$ cat config.mk
export PLATFORM = sky130hd
export DESIGN_NAME = imem_loader
export DESIGN_NICKNAME = d
export VERILOG_FILES = /design/src/rtl/imem_loader_pkg.sv /design/src/rtl/imem_loader_byte_packer.sv /design/src/rtl/imem_loader.sv
export SDC_FILE = /design/constraint.sdc
export NUM_CORES = 1
export LEC_CHECK = 0
export ABC_CLOCK_PERIOD_IN_PS = 4100
export BUFFER_PORTS_ARGS = -buffer_cell sky130_fd_sc_hd__buf_2
export CAP_MARGIN = 20
export CORE_UTILIZATION = 55
export DETAILED_ROUTE_END_ITERATION = 10
export GPL_TIMING_DRIVEN = 0
export PLACE_DENSITY = 0.77
export SLEW_MARGIN = 20
export SYNTH_ARGS = -nofsm -noshare
export SYNTH_HDL_FRONTEND = slang
export SYNTH_SLANG_ARGS = --single-unit
$ cat constraint.sdc
create_clock -name clk -period 4.1 [get_ports clk]
set_clock_uncertainty 0.05 [all_clocks]
set_input_delay 0.82 -clock clk [delete_from_list [all_inputs] [get_ports clk]]
set_output_delay 0.82 -clock clk [all_outputs]
set_load 0.01 [all_outputs]
$ cat src/rtl/imem_loader_pkg.sv
// Shared types and constants for the instruction-memory program loader.
package imem_loader_pkg;

   // Loader FSM states.
   typedef enum logic [2:0] {
      IDLE,
      HDR,
      DATA,
      WRITE,
      DONE,
      ERR
   } state_e;

   // The instruction memory is word addressed on addr[31:2].
   localparam int WORD_BYTES = 4;
   localparam int ADDR_SHIFT = 2;

   // Byte address of a given word index.
   function automatic logic [31:0] word_addr(input logic [31:0] idx);
      return idx << ADDR_SHIFT;
   endfunction

endpackage : imem_loader_pkg

$ cat src/rtl/imem_loader_byte_packer.sv
// Assembles four stream bytes into a little-endian 32-bit word.
module imem_loader_byte_packer
   import imem_loader_pkg::*;
(
   input  logic        clk,
   input  logic        rst,
   input  logic        clear_i,
   input  logic        push_i,
   input  logic [7:0]  byte_i,
   output logic [31:0] word_next_o,
   output logic        full_o
);

   logic [1:0]  idx_q;
   logic [31:0] word_q;

   // Word as it will look once the current byte is inserted at its lane.
   always_comb begin
      word_next_o = word_q;
      word_next_o[{idx_q, 3'b000} +: 8] = byte_i;
   end

   // This push completes the word (last byte lane).
   assign full_o = push_i && (idx_q == 2'(WORD_BYTES - 1));

   // Byte index and partial word; clear discards any partial word.
   // NOTE: sequential state uses non-blocking (<=) so every flop samples pre-edge values.
   always_ff @(posedge clk) begin
      if (rst || clear_i) begin
         idx_q  <= '0;
         word_q <= '0;
      end else if (push_i) begin
         idx_q  <= idx_q + 2'd1;
         word_q <= word_next_o;
      end
   end

endmodule : imem_loader_byte_packer

$ cat src/rtl/imem_loader.sv
// Program loader: byte stream in, header-counted words written to instruction memory.
module imem_loader
   import imem_loader_pkg::*;
#(
   parameter int DEPTH = 64,
   parameter int CNT_W = 16
) (
   input  logic        clk,
   input  logic        rst,
   input  logic        start,
   input  logic        abort,
   input  logic [7:0]  byte_in,
   input  logic        byte_valid,
   output logic        byte_ready,
   output logic        mem_we,
   output logic [31:0] mem_addr,
   output logic [31:0] mem_wdata,
   output logic        busy,
   output logic        done,
   output logic        err,
   output logic        cpu_hold
);

   state_e             state_q, state_d;
   logic [CNT_W-1:0]   count_q, count_d;
   logic [CNT_W-1:0]   word_idx_q, word_idx_d;
   logic [7:0]         hdr_lo_q, hdr_lo_d;
   logic               hdr_idx_q, hdr_idx_d;
   logic [31:0]        mem_addr_q, mem_addr_d;
   logic [31:0]        mem_wdata_q, mem_wdata_d;

   logic               xfer;
   logic               start_go;
   logic               pk_push;
   logic               pk_full;
   logic [31:0]        pk_word_next;
   logic [CNT_W-1:0]   hdr_n;

   assign byte_ready = (state_q == HDR) || (state_q == DATA);
   assign busy       = (state_q == HDR) || (state_q == DATA) || (state_q == WRITE);
   assign done       = (state_q == DONE);
   assign err        = (state_q == ERR);
   assign cpu_hold   = (state_q != DONE);
   // A synchronous reset in the WRITE cycle must still suppress the strobe.
   assign mem_we     = (state_q == WRITE) && !rst;
   assign mem_addr   = mem_addr_q;
   assign mem_wdata  = mem_wdata_q;

   assign xfer     = byte_valid && byte_ready;
   assign start_go = start && !busy;
   assign pk_push  = xfer && (state_q == DATA);
   assign hdr_n    = CNT_W'({byte_in, hdr_lo_q});

   imem_loader_byte_packer u_packer (
      .clk         (clk),
      .rst         (rst),
      .clear_i     (start_go),
      .push_i      (pk_push),
      .byte_i      (byte_in),
      .word_next_o (pk_word_next),
      .full_o      (pk_full)
   );

   // Next-state, counter and write-port register updates.
   // NOTE: every signal gets its default first so no path leaves one unassigned (no latches).
   always_comb begin
      state_d     = state_q;
      count_d     = count_q;
      word_idx_d  = word_idx_q;
      hdr_lo_d    = hdr_lo_q;
      hdr_idx_d   = hdr_idx_q;
      mem_addr_d  = mem_addr_q;
      mem_wdata_d = mem_wdata_q;

      unique case (state_q)
         IDLE, DONE, ERR: begin
            if (start) begin
               state_d    = HDR;
               count_d    = '0;
               word_idx_d = '0;
               hdr_idx_d  = 1'b0;
               mem_addr_d = '0;
            end
         end
         HDR: begin
            if (abort) begin
               state_d = ERR;
            end else if (xfer) begin
               if (!hdr_idx_q) begin
                  hdr_lo_d  = byte_in;
                  hdr_idx_d = 1'b1;
               end else begin
                  count_d = hdr_n;
                  if (hdr_n == '0) begin
                     state_d = DONE;
                  end else if (hdr_n > CNT_W'(DEPTH)) begin
                     state_d = ERR;
                  end else begin
                     state_d = DATA;
                  end
               end
            end
         end
         DATA: begin
            if (abort) begin
               state_d = ERR;
            end else if (pk_full) begin
               mem_wdata_d = pk_word_next;
               mem_addr_d  = word_addr(32'(word_idx_q));
               state_d     = WRITE;
            end
         end
         WRITE: begin
            word_idx_d = word_idx_q + CNT_W'(1);
            if (abort) begin
               state_d = ERR;
            end else if (word_idx_q + CNT_W'(1) == count_q) begin
               state_d = DONE;
            end else begin
               state_d = DATA;
            end
         end
         default: state_d = IDLE;
      endcase
   end

   // State and datapath registers with synchronous reset.
   always_ff @(posedge clk) begin
      if (rst) begin
         state_q     <= IDLE;
         count_q     <= '0;
         word_idx_q  <= '0;
         hdr_lo_q    <= '0;
         hdr_idx_q   <= 1'b0;
         mem_addr_q  <= '0;
         mem_wdata_q <= '0;
      end else begin
         state_q     <= state_d;
         count_q     <= count_d;
         word_idx_q  <= word_idx_d;
         hdr_lo_q    <= hdr_lo_d;
         hdr_idx_q   <= hdr_idx_d;
         mem_addr_q  <= mem_addr_d;
         mem_wdata_q <= mem_wdata_d;
      end
   end

endmodule : imem_loader

Yosys cells after proc, flatten, opt, wreduce, memory -nomap -nowiden
Index checks and enable logic that the tools add are counted.

Add/subtract/negate cells: 3. Magnitude comparators: 1. Equal/unequal tests: 17. Shifts and indexed selects: 2. Muxes and demuxes: 26. Bitwise gates (word level): 2. Reduce and logical (&&, ||, !) cells: 23.

Operators with widths (number): $mux W32 (3); $mux W16 (4); $pmux W16 S2 (2); $pmux W32 S2 (1); $bwmux W32 (1); $shift A8 B7 Y32 const A (1); $shiftx A8 B7 Y32 (1); $mux W3 (10); $add A16 B1 Y16 const B (1); $eq A16 B16 Y1 (1); $gt A16 B7 Y1 const B (1); $logic_not A16 Y1 (1); $reduce_and A4 Y1 (4); $ne A2 B2 Y1 const B (6); $ne A3 B3 Y1 const B (4); $pmux W3 S4 (1); $neg A5 Y7 (1); $eq A3 B2 Y1 const B (2); $eq A3 B3 Y1 const B (2); $reduce_bool A2 Y1 (3); $logic_and A1 B1 Y1 (5); $reduce_and A5 Y1 (1); $eq A3 B1 Y1 const B (1); $logic_not A3 Y1 (1); other kinds (10) (16).

Flip-flop bits (word level): 142. Input bits: 13. Output and inout bits: 70. Word-level logic and storage cells: 83.

Depth between registers and ports, before layout
Gate-level depths: netlist of the first run.

Word-level depth: 8. Mapped depth: 10. Mapped depth without buffers: 8.

By module
From an unflattened synthesis of the first run, not the netlist that was laid out.

Cell total of the unflattened synthesis: 750. Area total of the unflattened synthesis: 6117.1 um2.

Modules (own cells, without submodules): imem_loader (times used 1, cells each 550, area each 4362.9 um2, sequential area each 1841.8 um2); imem_loader_byte_packer (times used 1, cells each 200, area each 1754.2 um2, sequential area each 680.7 um2).

Worst setup path before layout of the first run
OpenSTA, ideal clock, no wires.

Kind: input-to-reg. Start point: in byte_in[1]. End point: reg state_q[1]. Library setup time: 70 ps. Arrival time: 2056 ps. Required time: 3980 ps. Slack: 1924 ps. Stages: 8. Buffers on the path: 1. Path through: clkbuf_1 nor4_1 nand3_1 a21o_1 nor2_1 nand2_1 a211o_1 a21oi_1.

Longest elaborated chain between the ends: 7. Elaborated cells on any way between the ends: 8. Classes of those cells: order compare (1); mux (6); reduce/logical (1).

RTL lines: start, declared (RTL line imem_loader.sv:12) `input logic [7:0] byte_in,`; $gt A16 B7 Y1 (RTL line imem_loader.sv:96) `end else if (hdr_n > CNT_W'(DEPTH)) begin`; $mux W3 (RTL line imem_loader.sv:96); $mux W3 (*) (RTL line imem_loader.sv:94) `if (hdr_n == '0) begin`; $mux W3 (*) (RTL line imem_loader.sv:89) `if (!hdr_idx_q) begin`; $mux W3 (*) (RTL line imem_loader.sv:88) `end else if (xfer) begin`; $mux W3 (*) (RTL line imem_loader.sv:86) `if (abort) begin`; $pmux W3 S4 (*) (RTL line imem_loader.sv:75) `unique case (state_q)`; end signal, assigned (RTL line imem_loader.sv:138) `state_q <= state_d;`; end, declared (RTL line imem_loader.sv:24) `state_e state_q, state_d;`.

Mark *: on every way between the ends. The rest lies on a longest branch, timed or not. The select of a mux whose other input is x is not followed. A chain may end at the register's enable or synchronous reset.

Worst setup path after layout of the first run
Start point: reg state_q[0]. End point: out mem_we.

Longest elaborated chain between the ends: 2.

RTL lines: $eq A3 B2 Y1 (RTL line imem_loader.sv:45) `assign mem_we = (state_q == WRITE) && !rst;`; $logic_and A1 B1 Y1 (RTL line imem_loader.sv:45); end, declared (RTL line imem_loader.sv:15) `output logic mem_we,`.

Every way passes these cells.

==> results of run 1 <==
==> cells in the final DEF, fill, tap and decap left out, drive strengths merged, types with 7 or more instances in the layout <==
master,count
dfxtp,126
nand3,16
mux2i,15
nor2b,34
nor2,145
xor2,7
o21ai,18
nand2,32
a21oi,58
a22oi,22
clkbuf,43
conb,16
a211oi,62
xnor2,13
nor3,19
buf,109
==> Yosys cell counts, types with 13 or more instances <==
cell | number | area (um^2)
sky130_fd_sc_hd__nor3_1 | 17 | 85.08
sky130_fd_sc_hd__xnor2_1 | 13 | 113.9
sky130_fd_sc_hd__nor2b_1 | 34 | 212.7
sky130_fd_sc_hd__dfxtp_1 | 126 | 2522
sky130_fd_sc_hd__buf_2 | 17 | 85.08
sky130_fd_sc_hd__o21ai_0 | 13 | 65.06
sky130_fd_sc_hd__nand2_1 | 31 | 116.4
sky130_fd_sc_hd__a21oi_1 | 58 | 290.3
sky130_fd_sc_hd__nand3_1 | 16 | 80.08
sky130_fd_sc_hd__nor2_1 | 142 | 533.0
sky130_fd_sc_hd__a22oi_1 | 22 | 165.2
sky130_fd_sc_hd__a211oi_1 | 62 | 465.5
sky130_fd_sc_hd__buf_4 | 20 | 150.1
sky130_fd_sc_hd__clkbuf_1 | 22 | 82.58
sky130_fd_sc_hd__mux2i_1 | 15 | 150.1
==> cell families after synthesis <==
logic type      count (synthesis)  synth area share
simple gates                  284            0.2349
xor+xnor                       20           0.02925
fa+ha+maj                       6           0.01254
mux                            16           0.02695
compound gates                185            0.2064
flops                         126            0.4212
other cells                     1         0.0006262
buf+inv                        75           0.06811
==> registers in the layout, indices dropped and copies added, names as in the netlist <==
name / count
mem_addr: 16
hdr_idx_q: 1
u_packer.word_q: 32
count_q: 16
u_packer.idx_q: 2
state_q: 3
hdr_lo_q: 8
word_idx_q: 16
mem_wdata: 32
==> power breakdown <==
group,switching (mW),internal (mW),leakage (nW)
Combinational,0.103,0.0499,1.50
Clock,0.503,0.985,0.282
Sequential,0.00646,1.23,1.02
Total,0.613,2.27,2.80
==> critical path: stages (launching register included) <==
cell	delay (ns)
sky130_fd_sc_hd__dfxtp_1	0.30
sky130_fd_sc_hd__clkbuf_2	0.19
sky130_fd_sc_hd__and2b_4	0.22
sky130_fd_sc_hd__nand2_1	0.22
sky130_fd_sc_hd__buf_6	0.23
sky130_fd_sc_hd__nor2_1	0.32
sky130_fd_sc_hd__buf_2	0.21
==> metal layers <==
layer  track usage  up-vias
met5             0        -
met4        0.1339        0
met3       0.06254       39
met2        0.4944      219
met1        0.3694     2653
li1              -     2680
==> final cells by class <==
class,count,area (um^2),area share
Clock inverter,8,142.6,0.02005
Clock buffer,20,435.4,0.06121
Sequential cell,126,2522,0.3546
Multi-Input combinational cell,527,3114,0.4378
Buffer,69,385.4,0.05418
Timing Repair Buffer,64,320.3,0.04503
Inverter,6,22.52,0.003166
Tap cell,136,170.2,0.02392
==> worst min-delay path by stage <==
stage	start	end	slack (ns)	cells past startpoint
global placement	count_q[11]$_SDFFE_PP0P_	count_q[11]$_SDFFE_PP0P_	0.41	2
detailed placement	count_q[11]$_SDFFE_PP0P_	count_q[11]$_SDFFE_PP0P_	0.41	2
global route	count_q[1]$_SDFFE_PP0P_	count_q[1]$_SDFFE_PP0P_	0.44	2
CTS	count_q[11]$_SDFFE_PP0P_	count_q[11]$_SDFFE_PP0P_	0.42	2
finish	count_q[1]$_SDFFE_PP0P_	count_q[1]$_SDFFE_PP0P_	0.42	2
floorplan	count_q[2]$_SDFFE_PP0P_	count_q[2]$_SDFFE_PP0P_	0.39	2
==> Flow_metrics.wiki, run 1 <==
{| class="wikitable"
! Metric !! Value
|-
| Status || finished, final reports clean
|-
| Post-Synthesis Cell Area || 5988 um^2
|-
| Metal2 WL || 7867 um
|-
| Largest fanout on the critical path || 10
|-
| Floorplan die height || approximately 110 um
|-
| Worst R2R End || mem_wdata[28]$_SDFFE_PP0P_
|-
| Synth-to-layout area growth || 18.78%
|-
| Worst r2r src || u_packer.idx_q[0]$_SDFFE_PP0P_
|-
| Total negative slack || 0 ns
|-
| Clock transition time at the flip-flop clock pins of the worst setup and hold paths || 0.05 ns
|-
| Congestion Overflow GR || 0
|-
| Filler Cells Inserted || 880
|-
| Yosys synthesis warning count || 0
|-
| Antenna violations before repair || 0
|-
| Ports placed on the boundary || 83
|-
| Post-placement cell count || between 900 and 1000
|-
| Routed metal-1 wire length || ~6800 um
|-
| Iter 0 DRT Violations || 450
|-
| Total setup buffers inserted after CTS || 0
|-
| GPL Wtd Cong || 0.8601
|-
| Final cell count without fillers || 956
|-
| Overall fraction of global-route tracks in use || 0.2976
|-
| Ys flop type || sky130_fd_sc_hd__dfxtp_1
|-
| Peak supply drop || 0.0003262 V
|-
| Unrepaired setup endpoints after global routing || false
|-
| Count of antenna-violating nets left after detailed routing || 0
|-
| Core Region || between 10000 and 15000 um^2
|-
| Worst slew margin relative to its limit || 0.3915
|-
| Clock period minus worst slack || a little over 3 ns
|-
| Synth Register Bits || approximately 130
|-
| Crit. Startpoint || state_q[0]$_SDFFE_PP0P_
|-
| CTS tree || yes
|-
| Power density of the placed cells || 404.8 nW/um^2
|-
| Worst path arrival time || 2.22 ns
|-
| Number of buffers added by the clock tree synthesis step || 17
|-
| Die Outline Area || around 11000 um^2
|-
| # hold bufs at CTS || 0
|-
| Final Net Count || 830
|-
| Data required time at the worst endpoint || 3.23 ns
|-
| Total Routed Length || about 16000 um
|-
| Global-route wire length before repair || ~26000 um
|-
| Port buffer count || 64
|-
| Number of sinks handled by clock tree synthesis || 126
|-
| Destination of the critical timing path || mem_we
|-
| Detail Placement HPWL || between 10000 and 15000 um
|-
| Largest buffer count on any clock path || 2
|-
| Share of the yosys chip area belonging to registers || 0.4212
|-
| Post-route core utilization || 0.6799
|-
| FF-to-FF path depth || 5
|-
| Per-instance average area after synthesis || 8.399 um^2
|-
| Post-Syn Instances || 713
|-
| Final critical-path share of the clock period || 0.7525
|-
| Slew @ Worst Pin || 0.9104 ns
|-
| WL per Instance || 16.85 um
|-
| Placement row count || 37
|-
| Final Cell Area || 7113 um^2
|-
| Post-route total power || roughly 2.9 mW
|-
| Classification of the worst setup path || register to output port
|-
| Fin worst setup slack || a little over 1 ns
|-
| Count of max-cap constraint violations || 0
|-
| Netlist cell types || just under 70
|-
| Layout cell share with drive strength beyond 1 || 0.1854
|-
| Wire length on met3 || 1018 um
|-
| Worst slack after detailed placement || 1.608 ns
|-
| Number of hold-slack violations in the final timing report || 0
|-
| Total number of vias || 5591
|-
| Final Hold Slack || 0.4219 ns
|-
| Clock latency on the worst-skew pair || 0.53 ns
|-
| Max Transition Viols Final || 0
|-
| Cell chosen for the clock root || sky130_fd_sc_hd__clkbuf_8
|-
| Count of H-tree levels built during CTS || 4
|-
| Detailed-router iteration count before antenna repair || 5
|-
| Setup violations, final || 0
|-
| Post-Place Cell Area || 6535 um^2
|-
| Via density per instance || 5.848
|-
| Number of flops mapped to enable cells by yosys || 0
|-
| Static power due to leakage || 2.802 nW
|-
| Die extent in x || 106.3 um
|-
| Total of cells resized after clock tree synthesis || 0
|-
| Kind of start point of the critical path || register
|-
| Remaining design rule violation count || 0
|-
| Proportion of synthesized flip-flops having asynchronous set or reset || 0
|-
| Highest clock rate || about 320 MHz
|-
| Via count of the first global-routing pass || roughly 5200
|-
| Type of the worst min-delay path || register to register
|-
| Highest Signal Layer || met4
|-
| Largest net degree at the start of global routing || 17
|-
| Initial standard-cell utilization of the core || 0.5724
|-
| CP Capture Type || output port
|-
| R2R Setup Slk || 1.52 ns
|-
| Number of antenna diodes || 0
|}
Power figures use the tool's default switching activity.
==> run 2: changes to the inputs <==
--- a/config.mk
+++ b/config.mk
@@ -5,13 +5,14 @@
 export SDC_FILE = /design/constraint.sdc
 export NUM_CORES = 1
 export LEC_CHECK = 0
-export ABC_CLOCK_PERIOD_IN_PS = 4100
+export ABC_AREA = 1
+export ABC_CLOCK_PERIOD_IN_PS = 2700
 export BUFFER_PORTS_ARGS = -buffer_cell sky130_fd_sc_hd__buf_2
 export CAP_MARGIN = 20
-export CORE_UTILIZATION = 55
+export CORE_UTILIZATION = 52
 export DETAILED_ROUTE_END_ITERATION = 10
 export GPL_TIMING_DRIVEN = 0
-export PLACE_DENSITY = 0.77
+export PLACE_DENSITY = 0.76
 export SLEW_MARGIN = 20
 export SYNTH_ARGS = -nofsm -noshare
 export SYNTH_HDL_FRONTEND = slang
==> constraint.sdc (replaced) <==
create_clock -name clk -period 2.7 [get_ports clk]
set_clock_uncertainty 0.05 [all_clocks]
set_input_delay 0.54 -clock clk [delete_from_list [all_inputs] [get_ports clk]]
set_output_delay 0.54 -clock clk [all_outputs]
set_load 0.01 [all_outputs]
==> Flow_metrics.wiki, run 2 <==
{| class="wikitable"
! Metric !! Value
|-
| Placement row count || 39
|-
| Number of buffers added by the clock tree synthesis step || 17
|-
| Static power due to leakage || 3.092 nW
|-
| Min-Delay Startpoint || mem_addr[9]$_SDFFE_PP0P_
|-
| WL per Instance || 13.86 um
|-
| Number of sinks handled by clock tree synthesis || around 130
|-
| Global-route met3 utilization || 0.06165
|-
| CTS tree || yes
|-
| Number of flops mapped to enable cells by yosys || 0
|-
| Congestion Overflow GR || 0
|-
| Worst path arrival time || 1.85 ns
|-
| Remaining design rule violation count || 0
|-
| Floorplan die height || 109.9 um
|-
| Highest clock rate || 409.8 MHz
|-
| Combined area of the multi-input logic cells || between 2000 and 3000 um^2
|-
| Worst slew margin relative to its limit || 0.5872
|-
| # hold bufs at CTS || 0
|-
| Filler Cells Inserted || 1063
|-
| Post-placement cell count || 1100
|-
| Post-Syn Instances || 876
|-
| Largest net degree at the start of global routing || 17
|-
| Most frequent cells in the layout || 212 x sky130_fd_sc_hd__nand2_1, 126 x sky130_fd_sc_hd__dfxtp_1, 97 x sky130_fd_sc_hd__nor2_1
|-
| Largest fanout on the critical path || 4
|-
| Fin worst setup slack || 0.2597 ns
|-
| Worst r2r src || word_idx_q[0]$_SDFFE_PP0P_
|-
| Antenna violations before repair || 0
|-
| Netlist cell types || 38
|-
| Final Net Count || around 1000
|-
| Largest buffer count on any clock path || 2
|-
| Core Region || 11370 um^2
|-
| Per-instance average area after synthesis || 6.914 um^2
|-
| GPL Wtd Cong || roughly 0.9
|-
| Most frequent cells after synthesis || 212 x sky130_fd_sc_hd__nand2_1, 126 x sky130_fd_sc_hd__dfxtp_1, 97 x sky130_fd_sc_hd__nor2_1
|-
| Count of max-cap constraint violations || 0
|-
| Global-route wire length before repair || 25750 um
|-
| Classification of the worst setup path || register to output port
|-
| Share of the yosys chip area belonging to registers || 0.4164
|-
| Cell chosen for the clock root || sky130_fd_sc_hd__clkbuf_16
|-
| Post-Place Cell Area || about 6600 um^2
|-
| Top area cells in the synthesized netlist || sky130_fd_sc_hd__dfxtp_1 42%, sky130_fd_sc_hd__nand2_1 13%, sky130_fd_sc_hd__a21oi_1 7.6%
|-
| Die extent in x || around 110 um
|-
| Final cell count without fillers || 1135
|-
| Proportion of synthesized flip-flops having asynchronous set or reset || 0
|-
| Yosys synthesis warning count || 0
|-
| Worst slack after detailed placement || roughly 0.17 ns
|-
| Global Route met2 Usage || 0.4621
|-
| Count of H-tree levels built during CTS || 4
|-
| Final Cell Area || 7301 um^2
|-
| Detail Placement HPWL || roughly 11000 um
|-
| Count of antenna-violating nets left after detailed routing || 0
|-
| Top cell type's share of synthesized area || 0.4164
|-
| Detailed-router iteration count before antenna repair || 7
|-
| Unrepaired setup endpoints after global routing || false
|-
| Number of antenna diodes || 0
|-
| Global-route track usage on met1 || 0.3477
|-
| Die Outline Area || 12080 um^2
|-
| Final Hold Slack || between 0.4 and 0.5 ns
|-
| Kind of start point of the critical path || register
|-
| Most used standard cell by instance count after synthesis || sky130_fd_sc_hd__nand2_1
|-
| Library cell with the largest summed area after synthesis || sky130_fd_sc_hd__dfxtp_1
|-
| Layout cell share with drive strength beyond 1 || 0.1532
|-
| CP Capture Type || output port
|-
| Total negative slack || 0 ns
|-
| Data required time at the worst endpoint || around 2.1 ns
|-
| Max Transition Viols Final || 0
|-
| Peak supply drop || about 0.00048 V
|-
| Ys flop type || sky130_fd_sc_hd__dfxtp_1
|-
| Post-route core utilization || 0.6421
|-
| Post-route total power || 4.770 mW
|-
| Status || finished, final reports clean
|-
| Number of hold-slack violations in the final timing report || 0
|-
| Commonest non-fill, non-tap cell in the layout || sky130_fd_sc_hd__nand2_1
|-
| Clock transition time at the flip-flop clock pins of the worst setup and hold paths || 0.06 ns
|-
| Setup violations, final || 0
|-
| Via count of the first global-routing pass || 5298
|-
| Iter 0 DRT Violations || 466
|-
| Slew @ Worst Pin || 0.6192 ns
|-
| Total number of vias || 5856
|-
| Overall fraction of global-route tracks in use || 0.2821
|-
| GRT Max-Usage Layer || met2
|-
| Area occupied by registers || 2522 um^2
|-
| Final critical-path share of the clock period || 0.9038
|-
| Power density of the placed cells || 653.4 nW/um^2
|-
| Total Routed Length || 15730 um
|-
| Post-Synthesis Cell Area || approximately 6000 um^2
|-
| Crit. Startpoint || state_q[0]$_SDFFE_PP0P_
|-
| Type of the worst min-delay path || register to register
|-
| Clock latency on the worst-skew pair || 0.43 ns
|-
| Via density per instance || a little over 5
|-
| Synth Register Bits || 126
|-
| Synth-to-layout area growth || 20.53%
|-
| Initial standard-cell utilization of the core || 0.5327
|-
| Ports placed on the boundary || 83
|-
| Clock period minus worst slack || approximately 2.4 ns
|-
| Port buffer count || 66
|}
## run 2: final cells by class
type	instances	area share
repair buffers	69	0.04833
well taps	143	0.02451
plain buffers	58	0.04233
clock buffers	22	0.06358
flip-flops and latches	126	0.3455
multi-input cells	611	0.4010
clock inverters	10	0.02536
inverters	96	0.04936
## run 2: repair_timing
item,CTS,global route
setup endpoints to repair,1,18
gates cloned,0,0
resized for setup,1,2
buffers inserted,0,3
pin swaps,0,2
## run 2: routing by layer
metal  vias to the layer above  wire length (um)  share of wire
met5                         -                 0              0
met4                         0               534          0.034
met3                        44               695          0.044
met2                       150              7413           0.47
met1                      2621              7089           0.45
li1                       3041                 -              -
## run 2: report_power, final
part           leakage, nW  switching (mW)  internal, mW
logic                 1.76           0.231         0.114
clock network        0.314           0.822          1.68
registers             1.02          0.0216          1.90
total                 3.09            1.07          3.70
## run 2: worst max-delay path, cell delays in order (launching register included)
cell,delay [ns]
sky130_fd_sc_hd__dfxtp_1,0.39
sky130_fd_sc_hd__inv_1,0.09
sky130_fd_sc_hd__nor2_1,0.17
sky130_fd_sc_hd__inv_1,0.12
sky130_fd_sc_hd__nor2_4,0.14
sky130_fd_sc_hd__inv_1,0.09
sky130_fd_sc_hd__nor2_1,0.25
sky130_fd_sc_hd__buf_2,0.19
## run 2: path summary, 6_finish.rpt
check | to | cells past startpoint | slack (ns)
setup reg to reg | state_q[2]$_SDFFE_PP0P_ | 15 | 0.38
setup / recovery | mem_we | 7 | 0.26
hold / removal | mem_addr[9]$_SDFFE_PP0P_ | 2 | 0.40
hold reg to reg | mem_addr[9]$_SDFFE_PP0P_ | 2 | 0.40
## run 2: cells by family after synthesis
group | Yosys count | share of synthesized area
compound gates | 193 | 0.1772
xor+xnor | 6 | 0.01364
fa+ha+maj | 6 | 0.01239
buf+inv | 154 | 0.1103
flops | 126 | 0.4164
other cells | 1 | 0.0006191
simple gates | 390 | 0.2694
